$ cat src/rtl/execute_branch_unit.sv
// -----------------------------------------------------------------------------
// execute_branch_unit
//
// Holds the ID/EX pipeline register for control-transfer instructions and
// resolves branches/jumps in the same cycle the instruction sits in E.
// Produces the fetch redirect (PCSrcE/PCTargetE), the decode squash (FlushD),
// the JAL/JALR link value (PCPlus4E), and two saturating statistics counters.
//
// Ports
//   clk        in   rising-edge clock
//   rst        in   asynchronous, active-low reset
//   ValidD     in   decode stage holds a real instruction
//   BranchD    in   conditional branch
//   JumpD      in   JAL or JALR
//   JalrD      in   JALR (implies JumpD)
//   Funct3D    in   branch condition code
//   RD1D/RD2D  in   register operands
//   ImmExtD    in   sign-extended immediate
//   PCD        in   decode PC
//   PCPlus4D   in   decode PC+4
//   StallE     in   hold the execute register
//   FlushE     in   squash the execute register
//   PCSrcE     out  redirect fetch this cycle
//   PCTargetE  out  redirect address
//   FlushD     out  squash fetch/decode register at the next edge
//   PCPlus4E   out  link value
//   BranchCnt  out  resolved control-transfer count (saturating)
//   TakenCnt   out  taken control-transfer count (saturating)
//
// Pipeline control: there is no valid/ready handshake. StallE holds every
// field of the E register and suppresses resolution; FlushE clears the control
// bits. A taken instruction resolves on the first cycle it is in E with
// StallE=0, redirects for that one cycle, and the following edge discards the
// wrong-path instruction coming from decode (self-kill).
// -----------------------------------------------------------------------------
module execute_branch_unit #(
  parameter int CNT_W = 16
) (
  input  logic             clk,
  input  logic             rst,
  input  logic             ValidD,
  input  logic             BranchD,
  input  logic             JumpD,
  input  logic             JalrD,
  input  logic [2:0]       Funct3D,
  input  logic [31:0]      RD1D,
  input  logic [31:0]      RD2D,
  input  logic [31:0]      ImmExtD,
  input  logic [31:0]      PCD,
  input  logic [31:0]      PCPlus4D,
  input  logic             StallE,
  input  logic             FlushE,
  output logic             PCSrcE,
  output logic [31:0]      PCTargetE,
  output logic             FlushD,
  output logic [31:0]      PCPlus4E,
  output logic [CNT_W-1:0] BranchCnt,
  output logic [CNT_W-1:0] TakenCnt
);

  typedef struct packed {
    logic        valid;
    logic        branch;
    logic        jump;
    logic        jalr;
    logic [2:0]  funct3;
    logic [31:0] rd1;
    logic [31:0] rd2;
    logic [31:0] imm;
    logic [31:0] pc;
    logic [31:0] pc_plus4;
  } ex_reg_t;

  ex_reg_t          ex_q, ex_d;
  logic [CNT_W-1:0] branch_cnt_q, branch_cnt_d;
  logic [CNT_W-1:0] taken_cnt_q, taken_cnt_d;

  logic        cond_e;
  logic        redirect;
  logic        resolve;
  logic [31:0] jalr_sum;

  // Branch condition on the registered operands.
  always_comb begin
    cond_e = 1'b0;
    case (ex_q.funct3)
      3'b000:  cond_e = (ex_q.rd1 == ex_q.rd2);
      3'b001:  cond_e = (ex_q.rd1 != ex_q.rd2);
      3'b100:  cond_e = ($signed(ex_q.rd1) <  $signed(ex_q.rd2));
      3'b101:  cond_e = ($signed(ex_q.rd1) >= $signed(ex_q.rd2));
      3'b110:  cond_e = (ex_q.rd1 <  ex_q.rd2);
      3'b111:  cond_e = (ex_q.rd1 >= ex_q.rd2);
      default: cond_e = 1'b0;
    endcase
  end

  // A stalled instruction is not resolved, so a taken branch defers its
  // redirect to the first unstalled cycle.
  assign redirect = ex_q.valid & ~StallE & (ex_q.jump | (ex_q.branch & cond_e));
  assign resolve  = ex_q.valid & ~StallE & (ex_q.branch | ex_q.jump);
  assign jalr_sum = ex_q.rd1 + ex_q.imm;

  assign PCSrcE    = redirect;
  assign FlushD    = redirect;
  assign PCTargetE = ex_q.jalr ? {jalr_sum[31:1], 1'b0} : (ex_q.pc + ex_q.imm);
  assign PCPlus4E  = ex_q.pc_plus4;
  assign BranchCnt = branch_cnt_q;
  assign TakenCnt  = taken_cnt_q;

  // E register next state: flush, then self-kill, then stall, then load.
  // Flush and self-kill only clear control bits; data fields hold.
  always_comb begin
    ex_d = ex_q;
    if (FlushE || redirect) begin
      ex_d.valid  = 1'b0;
      ex_d.branch = 1'b0;
      ex_d.jump   = 1'b0;
      ex_d.jalr   = 1'b0;
    end else if (!StallE) begin
      ex_d.valid    = ValidD;
      ex_d.branch   = BranchD;
      ex_d.jump     = JumpD;
      ex_d.jalr     = JalrD;
      ex_d.funct3   = Funct3D;
      ex_d.rd1      = RD1D;
      ex_d.rd2      = RD2D;
      ex_d.imm      = ImmExtD;
      ex_d.pc       = PCD;
      ex_d.pc_plus4 = PCPlus4D;
    end
  end

  // Saturating counters, independent of FlushE.
  always_comb begin
    branch_cnt_d = branch_cnt_q;
    taken_cnt_d  = taken_cnt_q;
    if (resolve && (branch_cnt_q != {CNT_W{1'b1}})) begin
      branch_cnt_d = branch_cnt_q + 1'b1;
    end
    if (redirect && (taken_cnt_q != {CNT_W{1'b1}})) begin
      taken_cnt_d = taken_cnt_q + 1'b1;
    end
  end

  always_ff @(posedge clk or negedge rst) begin
    if (!rst) begin
      ex_q         <= '0;
      branch_cnt_q <= '0;
      taken_cnt_q  <= '0;
    end else begin
      ex_q         <= ex_d;
      branch_cnt_q <= branch_cnt_d;
      taken_cnt_q  <= taken_cnt_d;
    end
  end

endmodule

$ cat config.mk
export PLATFORM = sky130hd
export DESIGN_NAME = execute_branch_unit
export DESIGN_NICKNAME = d
export VERILOG_FILES = /design/src/rtl/execute_branch_unit.sv
export SDC_FILE = /design/constraint.sdc
export NUM_CORES = 1
export LEC_CHECK = 0
export ABC_CLOCK_PERIOD_IN_PS = 3590
export CORE_MARGIN = 2
export CORE_UTILIZATION = 40
export CTS_CLUSTER_DIAMETER = 40
export DETAILED_ROUTE_END_ITERATION = 10
export MAX_ROUTING_LAYER = met4
export PLACE_DENSITY = 0.67
export REMOVE_ABC_BUFFERS = 1
export SLEW_MARGIN = 20
export SYNTH_ARGS = -nofsm -noshare
export SYNTH_HDL_FRONTEND = slang
export SYNTH_SLANG_ARGS = --single-unit
export TNS_END_PERCENT = 30
$ cat constraint.sdc
create_clock -name clk -period 3.59 [get_ports clk]
set_input_delay 0.8975 -clock clk [delete_from_list [all_inputs] [get_ports clk]]
set_output_delay 0.8975 -clock clk [all_outputs]
set_load 0.03 [all_outputs]
* Word-level counts from Yosys, hierarchy flattened
Cells that the tools add are included.
Word-level totals: register bits 199, input port bits 171, output and inout bits 98, logic and storage cells 47
Cells by class: add/subtract/negate cells 4, magnitude comparators 4, eq/ne operators 10, multiplexer cells 4, bitwise operators 8, reductions and logical operators 5
Operators with widths (count):
- $mux 167 | 1
- $add 32x32->32 | 2
- $ge 32x32->1 | 2
- $lt 32x32->1 | 2
- $add 16x1->16 const B | 2
- $eq 32x32->1 | 1
- $mux 32 | 1
- $ne 16x16->1 const B | 2
- $ne 32x32->1 | 1
- $eq 3x3->1 const B | 4
- $pmux 1 s6 | 1
- $and 1x1->1 | 4
- $mux 4 | 1
- $eq 3x1->1 const B | 1
- $logic_not 3->1 | 1
- $logic_and 1x1->1 | 2
- $ne 2x1->1 const B | 1
- $not 1->1 | 2
- $or 1x1->1 | 2
- $reduce_and 2->1 | 1
- $logic_or 1x1->1 | 1

* Depth between registers and ports, before layout
Gate-level depths: netlist of run 1.
word-level depth 8, gate-level depth with buffers 15, depth with buffers taken out 13

* Least setup slack after synthesis of run 1
OpenSTA, ideal clock, no wires.
kind flip-flop to output port, from register ex_q[64] (netlist name), to output port PCTargetE[28], arrival 3.015 ns, required time 2.693 ns, path slack -0.323 ns, cell stages (with the launch flop) 14, buffers on the path 0, cells stage by stage dfrtp_1 ha_1 inv_1 fa_1 nor2b_1 o31a_1 o211ai_1 a211o_1 a41oi_1 o211a_1 or3_1 a21oi_1 xor2_1 mux2i_1
On the way: word-level cells in the longest chain between the ends 2, elaborated cells on any way between the ends 3, those cells by class 2 x add/sub; 1 x mux
Ends and longest elaborated chain:
- from (decl) | line 74 | ex_reg_t ex_q, ex_d;
- from (signal assigned) | line 147 | ex_q <= '0;
- from (signal assigned) | line 151 | ex_q <= ex_d;
- $add 32x32->32 (on tied branches) | line 105, 101
- $mux 32 (*) | line 105 | assign PCTargetE = ex_q.jalr ? {jalr_sum[31:1], 1'b0} : (ex_q.pc + ex_q.imm);
- to (decl) | line 54 | output logic [31:0] PCTargetE,
Every way passes the cells marked *; elsewhere a longest branch is shown, timed or not.

* Final worst setup path of run 1
from register ex_q[73] (netlist name), to output port PCTargetE[28]
Same word-level chain as after synthesis.

==> results.py, run 1 <==
metrics = {
    "detailed_routing": {
        "wl_per_cell_um": 17.4,
        "via_per_inst": 5.10,
        "first_pass_iters": 5,
        "drc": 0,
        "ant_nets": 0,
        "drt_iter0_drc": 527,
        "wirelength_um": 34200,
        "dr_total_vias": 10000,
    },
    "floorplanning": {
        "fp.dieH_um": 180,
        "core_area_um2": 30600,
        "die_w_um": 180,
        "fp-row-count": 64,
        "io_pins": 269,
        "die_area_um2": 32400,
        "initial_core_util": 0.405,
    },
    "yosys": {
        "async_flop_share": 1.00,
        "synth_top_cell_area_share": 0.402,
        "ys_ff_latch": 199,
        "yosysSeqAreaShare": 0.402,
        "avgSynthCellArea_um2": 10.9,
        "synth.distinct_cells": 66,
        "synth_area_um2": 12400,
        "synth_cells": 1139,
        "ys_warn_count": 0,
        "synth_top_area_cell": "dfrtp_1",
        "synth-edff-count": 0,
        "ys_top_cells_by_area": "dfrtp_1, ha_1, mux2_2",
        "synth_flop_cell": "dfrtp_1",
    },
    "power": {
        "total_power_mw": 10.3,
        "ir_drop_mv": 0.342,
        "p_leak_nw": 8.16,
        "powerDensity_nw_per_um2": 572,
    },
    "place": {
        "pre_cts_ws_ns": -0.696,
        "io_buffers": 268,
        "place_congestion": 0.897,
        "placedInstanceArea_um2": 16700,
        "hpwl_um": 26000,
    },
    "finish": {
        "drive_above_1_share": 0.332,
        "layout_commonest_cell": "clkdlybuf4s50_1",
        "final_area_um2": 18000,
        "layout_common_cells": "clkdlybuf4s50_1, dfrtp_1, buf_4, mux2_2, ha_1",
        "fill_cells": 2562,
        "area_growth_pct": 45.2,
        "regArea_um2": 4980,
        "nets": 1822,
        "multi_input_comb_area_um2": 7320,
    },
    "global_route": {
        "grt_overflow": 0,
        "antenna_found_initial": 7,
        "grt_max_degree": 80,
        "grt_pass1_vias": 10400,
        "grt_usage": 0.217,
        "grt_pass1_wl_um": 54500,
    },
    "timing": {
        "rsz0062_at_grt": "yes",
        "fin_crit_sh": 1.24,
        "fin_crit_ns": 4.45,
        "worst-slew-pin-transition_ns": 0.527,
        "clock_skew_ns": 0.0160,
        "slew_viol_final": 0,
        "setup_viol": 27,
        "hold_ws_ns": 0.363,
        "timing.slew.headroom": 0.646,
        "fmax_mhz": 224,
        "fin_tns_setup_ns": -12.40,
        "hold_viol_final": 0,
        "finalWorstSetupSlack_ns": -0.865,
    },
    "outcome": {
        "violations": "setup timing",
        "status": "finished, violations left",
    },
    "run": {
        "cap_violations": 0,
    },
    "cts": {
        "cts.clk_slew.worst_paths_ns": 0.08,
        "cts.hold.buffers_added": 0,
        "cts_tree": "built",
        "cts.sinks": 199,
        "clk_latency_ns": 0.45,
        "cts_buffers": 17,
        "cts_max_level": 4,
        "cts.path.max_buffers": 2,
        "cts_root_buffer": "clkbuf_16",
    },
    "worst_setup_path": {
        "cpPeakStageDelay_ns": 0.45,
        "worstRegToRegCells": 14,
        "cp_slowest_cell": "dfrtp_1",
        "path_cells": "buf_4 -> ha_1 -> a21oi_1 -> o21ai_0 -> a21oi_1 -> a211o_1 -> a41oi_2 -> o211a_1 -> or3_4 -> a21oi_4 -> xor2_1 -> mux2i_1 -> buf_4",
        "worstPathRequired_ns": 2.69,
        "cp.arrival_ns": 3.56,
        "start_kind": "register",
        "worstPathMaxFanout": 3,
        "crit_type": "register to output pin",
        "end_kind": "output pin",
    },
    "min_path": {
        "hp-class": "input port to async pin",
    },
}
synthesized netlist by cell type (all sizes together) (3+ instances only):
master / instances
a2111oi: 3
a211oi: 13
a21o: 28
a21oi: 73
a31oi: 5
and2: 4
and3: 4
buf: 53
clkbuf: 9
dfrtp: 199
ha: 95
inv: 56
mux2: 166
mux2i: 5
nand2: 71
nand2b: 12
nand3: 33
nand3b: 3
nand4: 17
nor2: 54
nor2b: 6
nor3: 23
nor4: 4
nor4b: 3
o211ai: 9
o21a: 10
o21ai: 50
o21bai: 7
o31a: 3
o31ai: 3
or3: 8
xnor2: 39
xor2: 42
sequential cells by signal, indices dropped and copies added (netlist names):
register   count
BranchCnt     16
ex_q         135
TakenCnt      16
PCPlus4E      32
layout make-up:
cell class,count,area share
multi-input combinational,822,0.406
clock inverter,13,0.00883
timing repair buffer,458,0.243
clock buffer,19,0.0246
sequential,199,0.277
tap,396,0.0275
inverter,56,0.0117
antenna,7,0.000973
metrics by stage:
stage | utilization | instances
floorplan | - | 1077
global placement | 0.545 | 1913
detailed placement | 0.545 | 1913
CTS | 0.581 | 1957
global route | 0.589 | 1970
finish | 0.589 | 1970
what timing repair did:
item | 4_1_cts | 5_1_grt
setup buffers | 13 | 8
gates resized for setup | 114 | 52
hold endpoints to repair | 0 | 0
pin swaps | 50 | 43
setup endpoints to repair | 30 | 31
where the power goes:
group	switching, mW	total, mW	internal, mW
registers	0.258	2.81	2.55
logic	2.65	5.46	2.81
clock network	0.952	2.02	1.07
total	3.86	10.3	6.43
cell families after synthesis:
kind of cell | after synthesis | synth area share
AND/OR/NAND/NOR | 249 | 0.0973
XOR/XNOR | 81 | 0.0572
multiplexers | 171 | 0.176
adder cells (fa/ha/maj) | 97 | 0.0991
AO/OA/AOI/OAI | 224 | 0.117
flip-flops | 199 | 0.402
buffers and inverters | 118 | 0.0521
metal layers:
layer,track usage,routed length (µm),part of all wire
met1,0.269,15000,0.44
met2,0.350,16600,0.48
met3,0.0443,1630,0.048
met4,0.0865,1010,0.029
met5,-,0,0
worst max-delay path: cells and delay by family (launching register included):
kind                       cells  cell delay (ns)
AOI/OAI and AO/OA              7             1.36
DFF                            1             0.45
buffers and inverters          2             0.36
and+or+nand+nor                1             0.34
adders and majority gates      1             0.30
xor gates and xnor gates       1             0.18
muxes                          1             0.11
final timing paths:
check                                                end                startpoint  slack (ns)
worst max-delay path                       PCTargetE[28]      ex_q[73]$_DFFE_PN0P_       -0.86
worst min-delay path             PCPlus4E[0]$_DFFE_PN0P_                       rst        0.36
worst max register to register      ex_q[68]$_DFFE_PN0P_     ex_q[134]$_DFFE_PN0P_        0.14
worst min register to register  TakenCnt[15]$_DFFE_PN0P_  TakenCnt[15]$_DFFE_PN0P_        0.49
max in group asynchronous           ex_q[89]$_DFFE_PN0P_                       rst        2.45
min in group clk                TakenCnt[15]$_DFFE_PN0P_  TakenCnt[15]$_DFFE_PN0P_        0.49
Power figures use the tool's default switching activity.
==> run 2, diff against run 1 <==
CTS_BUF_LIST = sky130_fd_sc_hd__clkbuf_4 sky130_fd_sc_hd__clkbuf_8 sky130_fd_sc_hd__clkbuf_16   (was not set)
CTS_CLUSTER_DIAMETER = 200   (was 40)
HOLD_SLACK_MARGIN = 0.02   (was not set)
==> results.py, run 2 (synthesis results as in run 1) <==
metrics = {
    "worst_setup_path": {
        "cp.arrival_ns": 3.56,
        "worstPathMaxFanout": 3,
        "path_buf_inv": 2,
        "end_kind": "output pin",
        "path_cells": "buf_4 -> ha_1 -> a21oi_1 -> o21ai_0 -> a21oi_1 -> a211o_1 -> a41oi_2 -> o211a_1 -> or3_4 -> a21oi_4 -> xor2_1 -> mux2i_1 -> buf_4",
        "cp_slowest_cell": "dfrtp_1",
        "cpPeakStageDelay_ns": 0.45,
        "cp_top_family": "compound AO/OA/AOI/OAI gates",
        "worstPathRequired_ns": 2.69,
        "start_kind": "register",
        "crit_type": "register to output pin",
    },
    "place": {
        "place_congestion": 0.897,
        "placedInstanceArea_um2": 16700,
        "io_buffers": 268,
        "hpwl_um": 26000,
        "dp_cells": 1913,
    },
    "global_route": {
        "grt_max_degree": 80,
        "antenna_found_initial": 7,
        "grt_overflow": 0,
        "grt_usage": 0.217,
        "grt.met1_usage": 0.269,
        "grt_pass1_wl_um": 54500,
        "top_usage_layer": "met2",
        "gr-usage-met3": 0.0443,
        "grt_pass1_vias": 10400,
        "grt_use_met2": 0.350,
    },
    "detailed_routing": {
        "first_pass_iters": 5,
        "dr_total_vias": 10100,
        "wl_per_cell_um": 17.4,
        "via_per_inst": 5.12,
        "wirelength_um": 34200,
        "drt_iter0_drc": 507,
        "drc": 0,
        "ant_nets": 0,
    },
    "finish": {
        "fill_cells": 2560,
        "final_area_um2": 18000,
        "finalNonFillerCells": 1970,
        "layout_common_cells": "clkdlybuf4s50_1, dfrtp_1, buf_4, mux2_2, ha_1",
        "largest_register_ffs": 135,
        "area_growth_pct": 45.2,
        "nets": 1822,
        "top_register": "ex_q",
        "layout_commonest_cell": "clkdlybuf4s50_1",
        "drive_above_1_share": 0.332,
    },
    "timing": {
        "hold_viol_final": 0,
        "fin_crit_sh": 1.24,
        "rsz0062_at_grt": "yes",
        "hold_ws_ns": 0.363,
        "timing.slew.headroom": 0.660,
        "setup_viol": 27,
        "finalWorstSetupSlack_ns": -0.865,
        "worst-slew-pin-transition_ns": 0.498,
        "fin_crit_ns": 4.46,
        "clock_skew_ns": 0.0164,
        "slew_viol_final": 0,
        "fmax_mhz": 224,
    },
    "outcome": {
        "status": "finished, violations left",
        "violations": "setup timing",
    },
    "run": {
        "cap_violations": 0,
    },
    "cts": {
        "cts_tree": "built",
        "clk_latency_ns": 0.45,
        "cts.sinks": 199,
        "cts.clk_slew.worst_paths_ns": 0.08,
        "cts.hold.buffers_added": 0,
        "cts_buffers": 17,
        "cts_max_level": 4,
        "cts.path.max_buffers": 2,
        "cts_root_buffer": "clkbuf_16",
    },
    "power": {
        "ir_drop_mv": 0.342,
        "p_leak_nw": 8.16,
        "powerDensity_nw_per_um2": 572,
    },
    "floorplanning": {
        "die_w_um": 180,
        "fp-row-count": 64,
        "core_area_um2": 30600,
        "initial_core_util": 0.405,
        "die_area_um2": 32400,
        "fp.dieH_um": 180,
        "io_pins": 269,
    },
    "min_path": {
        "hp-class": "input port to async pin",
    },
}
[run 2: worst paths after layout]
path                                               start                       end  slack [ns]  cells past startpoint
worst max-delay path                ex_q[73]$_DFFE_PN0P_             PCTargetE[28]       -0.87                     13
min in group clk                TakenCnt[15]$_DFFE_PN0P_  TakenCnt[15]$_DFFE_PN0P_        0.49                      1
worst max register to register     ex_q[134]$_DFFE_PN0P_      ex_q[68]$_DFFE_PN0P_        0.15                     14
max in group asynchronous                            rst      ex_q[89]$_DFFE_PN0P_        2.46                      2
worst min-delay path                                 rst   PCPlus4E[0]$_DFFE_PN0P_        0.36                      1
worst min register to register  TakenCnt[15]$_DFFE_PN0P_  TakenCnt[15]$_DFFE_PN0P_        0.49                      1
[run 2: layer usage]
layer | wire length (µm) | up-vias
li1 | - | 4903
met1 | 15100 | 4907
met2 | 16600 | 217
met3 | 1520 | 56
met4 | 1010 | 0
met5 | 0 | -
[run 2: metrics by stage]
step / setup slack [ns] / utilization / power (mW) / TNS (ns)
6_report: -0.865 / 0.588 / 10.3 / -12.39
5_1_grt: -1.06 / 0.588 / 10.9 / -17.12
4_1_cts: -0.957 / 0.581 / 10.2 / -12.93
3_5_place_dp: -0.696 / 0.545 / 7.78 / -5.59
3_3_place_gp: -0.686 / 0.545 / 7.70 / -5.44
2_1_floorplan: -7.44 / - / 5.57 / -1205.62
[run 2: power breakdown]
part	switching [mW]	internal [mW]	leakage, nW
sequential	0.258	2.55	2.40
combinational	2.65	2.81	5.48
clock	0.951	1.08	0.292
[run 2: repair_timing]
| action | CTS | global route |
|---|---|---|
| hold endpoints to repair | 0 | 0 |
| setup buffers | 13 | 8 |
| setup endpoints to repair | 30 | 30 |
| gates cloned | 0 | 0 |
| gates resized for setup | 114 | 51 |
| pin swaps | 50 | 43 |
[run 2: layout make-up]
class                           instances  area (µm²)  area share
Antenna cell                            7        17.5    0.000973
Clock buffer                           19         447      0.0248
Multi-Input combinational cell        822        7320       0.407
Inverter                               56         210      0.0117
Sequential cell                       199        4980       0.277
Timing Repair Buffer                  458        4370       0.243
Clock inverter                         13         159     0.00883
Tap cell                              396         495      0.0275
==> run 3, diff against run 2 <==
ABC_CLOCK_PERIOD_IN_PS = 4860   (was 3590)
PLACE_DENSITY = 0.64   (was 0.67)
clock period = 4.86 ns   (was 3.59 ns; I/O delays follow)
==> results.py, run 3 (synthesis results as in run 1) <==
metrics = {
    "cts": {
        "clk_latency_ns": 0.44,
        "cts.sinks": 199,
        "cts_root_buffer": "clkbuf_16",
        "cts_tree": "built",
        "cts.path.max_buffers": 2,
        "cts_buffers": 17,
        "cts.clk_slew.worst_paths_ns": 0.08,
        "cts_max_level": 4,
    },
    "worst_setup_path": {
        "worstPathMaxFanout": 4,
        "cp_slowest_cell": "dfrtp_1",
        "ff2ff_setup_slack_ns": 1.32,
        "path_cells": "ha_4 -> inv_2 -> fa_2 -> nor2b_2 -> o31a_1 -> o211ai_1 -> a211o_1 -> a41oi_2 -> o211a_1 -> or3_4 -> a21oi_4 -> xor2_1 -> mux2i_1 -> buf_4",
        "cpPeakStageDelay_ns": 0.43,
        "cp.arrival_ns": 3.66,
        "r2r_end": "ex_q[67]$_DFFE_PN0P_",
        "reg2reg_from": "ex_q[159]$_DFFE_PN0P_",
        "end_kind": "output pin",
        "start_kind": "register",
        "worstPathRequired_ns": 3.64,
        "crit_type": "register to output pin",
        "worstRegToRegCells": 12,
    },
    "finish": {
        "layout_common_cells": "clkdlybuf4s50_1, dfrtp_1, mux2_2, ha_1, nand2_1",
        "finalNonFillerCells": 1806,
        "area_growth_pct": 29.7,
        "drive_above_1_share": 0.191,
        "fill_cells": 2760,
        "layout_commonest_cell": "clkdlybuf4s50_1",
        "multi_input_comb_area_um2": 6900,
        "largest_register_ffs": 135,
        "top_register": "ex_q",
        "final_area_um2": 16100,
        "fin_util": 0.526,
        "nets": 1656,
        "regArea_um2": 4980,
    },
    "floorplanning": {
        "die_area_um2": 32400,
        "die_w_um": 180,
        "fp-row-count": 64,
        "initial_core_util": 0.405,
        "fp.dieH_um": 180,
        "core_area_um2": 30600,
        "io_pins": 269,
    },
    "timing": {
        "finalWorstSetupSlack_ns": -0.0196,
        "fin_tns_setup_ns": -0.0354,
        "worst-slew-pin-transition_ns": 0.882,
        "fmax_mhz": 205,
        "fin_crit_ns": 4.88,
        "fin_crit_sh": 1.00,
        "hold_ws_ns": 0.488,
        "clock_skew_ns": 0.0113,
        "setup_viol": 2,
        "rsz0062_at_grt": "yes",
        "timing.slew.headroom": 0.412,
        "hold_viol_final": 0,
        "slew_viol_final": 0,
    },
    "outcome": {
        "violations": "setup timing",
        "status": "finished, violations left",
    },
    "run": {
        "cap_violations": 0,
    },
    "power": {
        "powerDensity_nw_per_um2": 409,
        "total_power_mw": 6.59,
        "p_seq_frac": 0.316,
        "p_leak_nw": 7.19,
        "clock_power_share": 0.217,
        "ir_drop_mv": 0.244,
        "p_int_mw": 4.03,
        "power_switching_mw": 2.56,
        "sw_frac_of_total": 0.388,
        "pwr-share-comb": 0.467,
    },
    "detailed_routing": {
        "dr_total_vias": 9355,
        "wirelength_um": 32000,
        "wl_per_cell_um": 17.7,
        "drc": 0,
        "drt_iter0_drc": 491,
        "first_pass_iters": 5,
        "via_per_inst": 5.18,
        "ant_nets": 0,
    },
    "min_path": {
        "worstHoldStart": "TakenCnt[4]$_DFFE_PN0P_",
        "min_to": "TakenCnt[4]$_DFFE_PN0P_",
        "hp-class": "register to register",
        "hold_depth": 1,
    },
    "global_route": {
        "antenna_found_initial": 9,
        "grt_max_degree": 112,
        "grt_usage": 0.205,
        "grt_pass1_wl_um": 51500,
        "grt_pass1_vias": 9600,
        "grt_overflow": 0,
    },
    "place": {
        "place_congestion": 0.932,
        "dp_cells": 1758,
        "pre_cts_ws_ns": -0.0273,
        "hpwl_um": 24500,
        "io_buffers": 268,
        "placedInstanceArea_um2": 15300,
    },
}
[run 3: repair_timing]
item	in CTS	in global routing
endpoints found under the setup margin	18	20
endpoints found under the hold margin	0	0
setup buffers	1	6
resized for setup	33	38
hold buffers	0	0
pin swaps	6	16
[run 3: final cells by class]
type,count,area share
Sequential cell,199,0.310
Tap cell,396,0.0308
Clock inverter,14,0.00887
Timing Repair Buffer,292,0.180
Multi-Input combinational cell,822,0.429
Inverter,56,0.0131
Antenna cell,9,0.00140
Clock buffer,18,0.0273
[run 3: critical path, delay by kind of cell (launching register included)]
kind	cells	cell delay [ns]
muxes	1	0.10
DFF	1	0.43
adders and majority gates	2	0.41
AOI/OAI and AO/OA	6	1.45
xor gates and xnor gates	1	0.17
buffers and inverters	2	0.26
and+or+nand+nor	2	0.40
[run 3: per-layer routing]
metal,global-route usage,share of wire,vias up
met4,0.0568,0.017,0
met5,-,0,-
met1,0.263,0.46,4519
met2,0.328,0.47,214
met3,0.0455,0.053,33
li1,-,-,4589
[run 3: how the worst max path moves through the flow]
| stage | cells after the start | endpoint | startpoint | slack [ns] |
|---|---|---|---|---|
| floorplan | 10 | PCPlus4E[31]$_DFFE_PN0P_ | ex_q[141]$_DFFE_PN0P_ | -6.17 |
| CTS | 14 | PCTargetE[28] | ex_q[64]$_DFFE_PN0P_ | -0.03 |
| global placement | 13 | PCTargetE[31] | ex_q[65]$_DFFE_PN0P_ | -0.02 |
| global route | 14 | PCTargetE[28] | ex_q[64]$_DFFE_PN0P_ | -0.24 |
| detailed placement | 13 | PCTargetE[31] | ex_q[33]$_DFFE_PN0P_ | -0.03 |
| finish | 14 | PCTargetE[28] | ex_q[64]$_DFFE_PN0P_ | -0.02 |
[run 3: power by group through the flow]
stage | clock network (mW) | logic, mW | registers, mW
floorplan | 0 | 1.95 | 2.16
global placement | 0 | 3.00 | 2.11
detailed placement | 0 | 3.02 | 2.11
CTS | 1.48 | 3.03 | 2.08
global route | 1.54 | 3.35 | 2.12
finish | 1.43 | 3.08 | 2.08
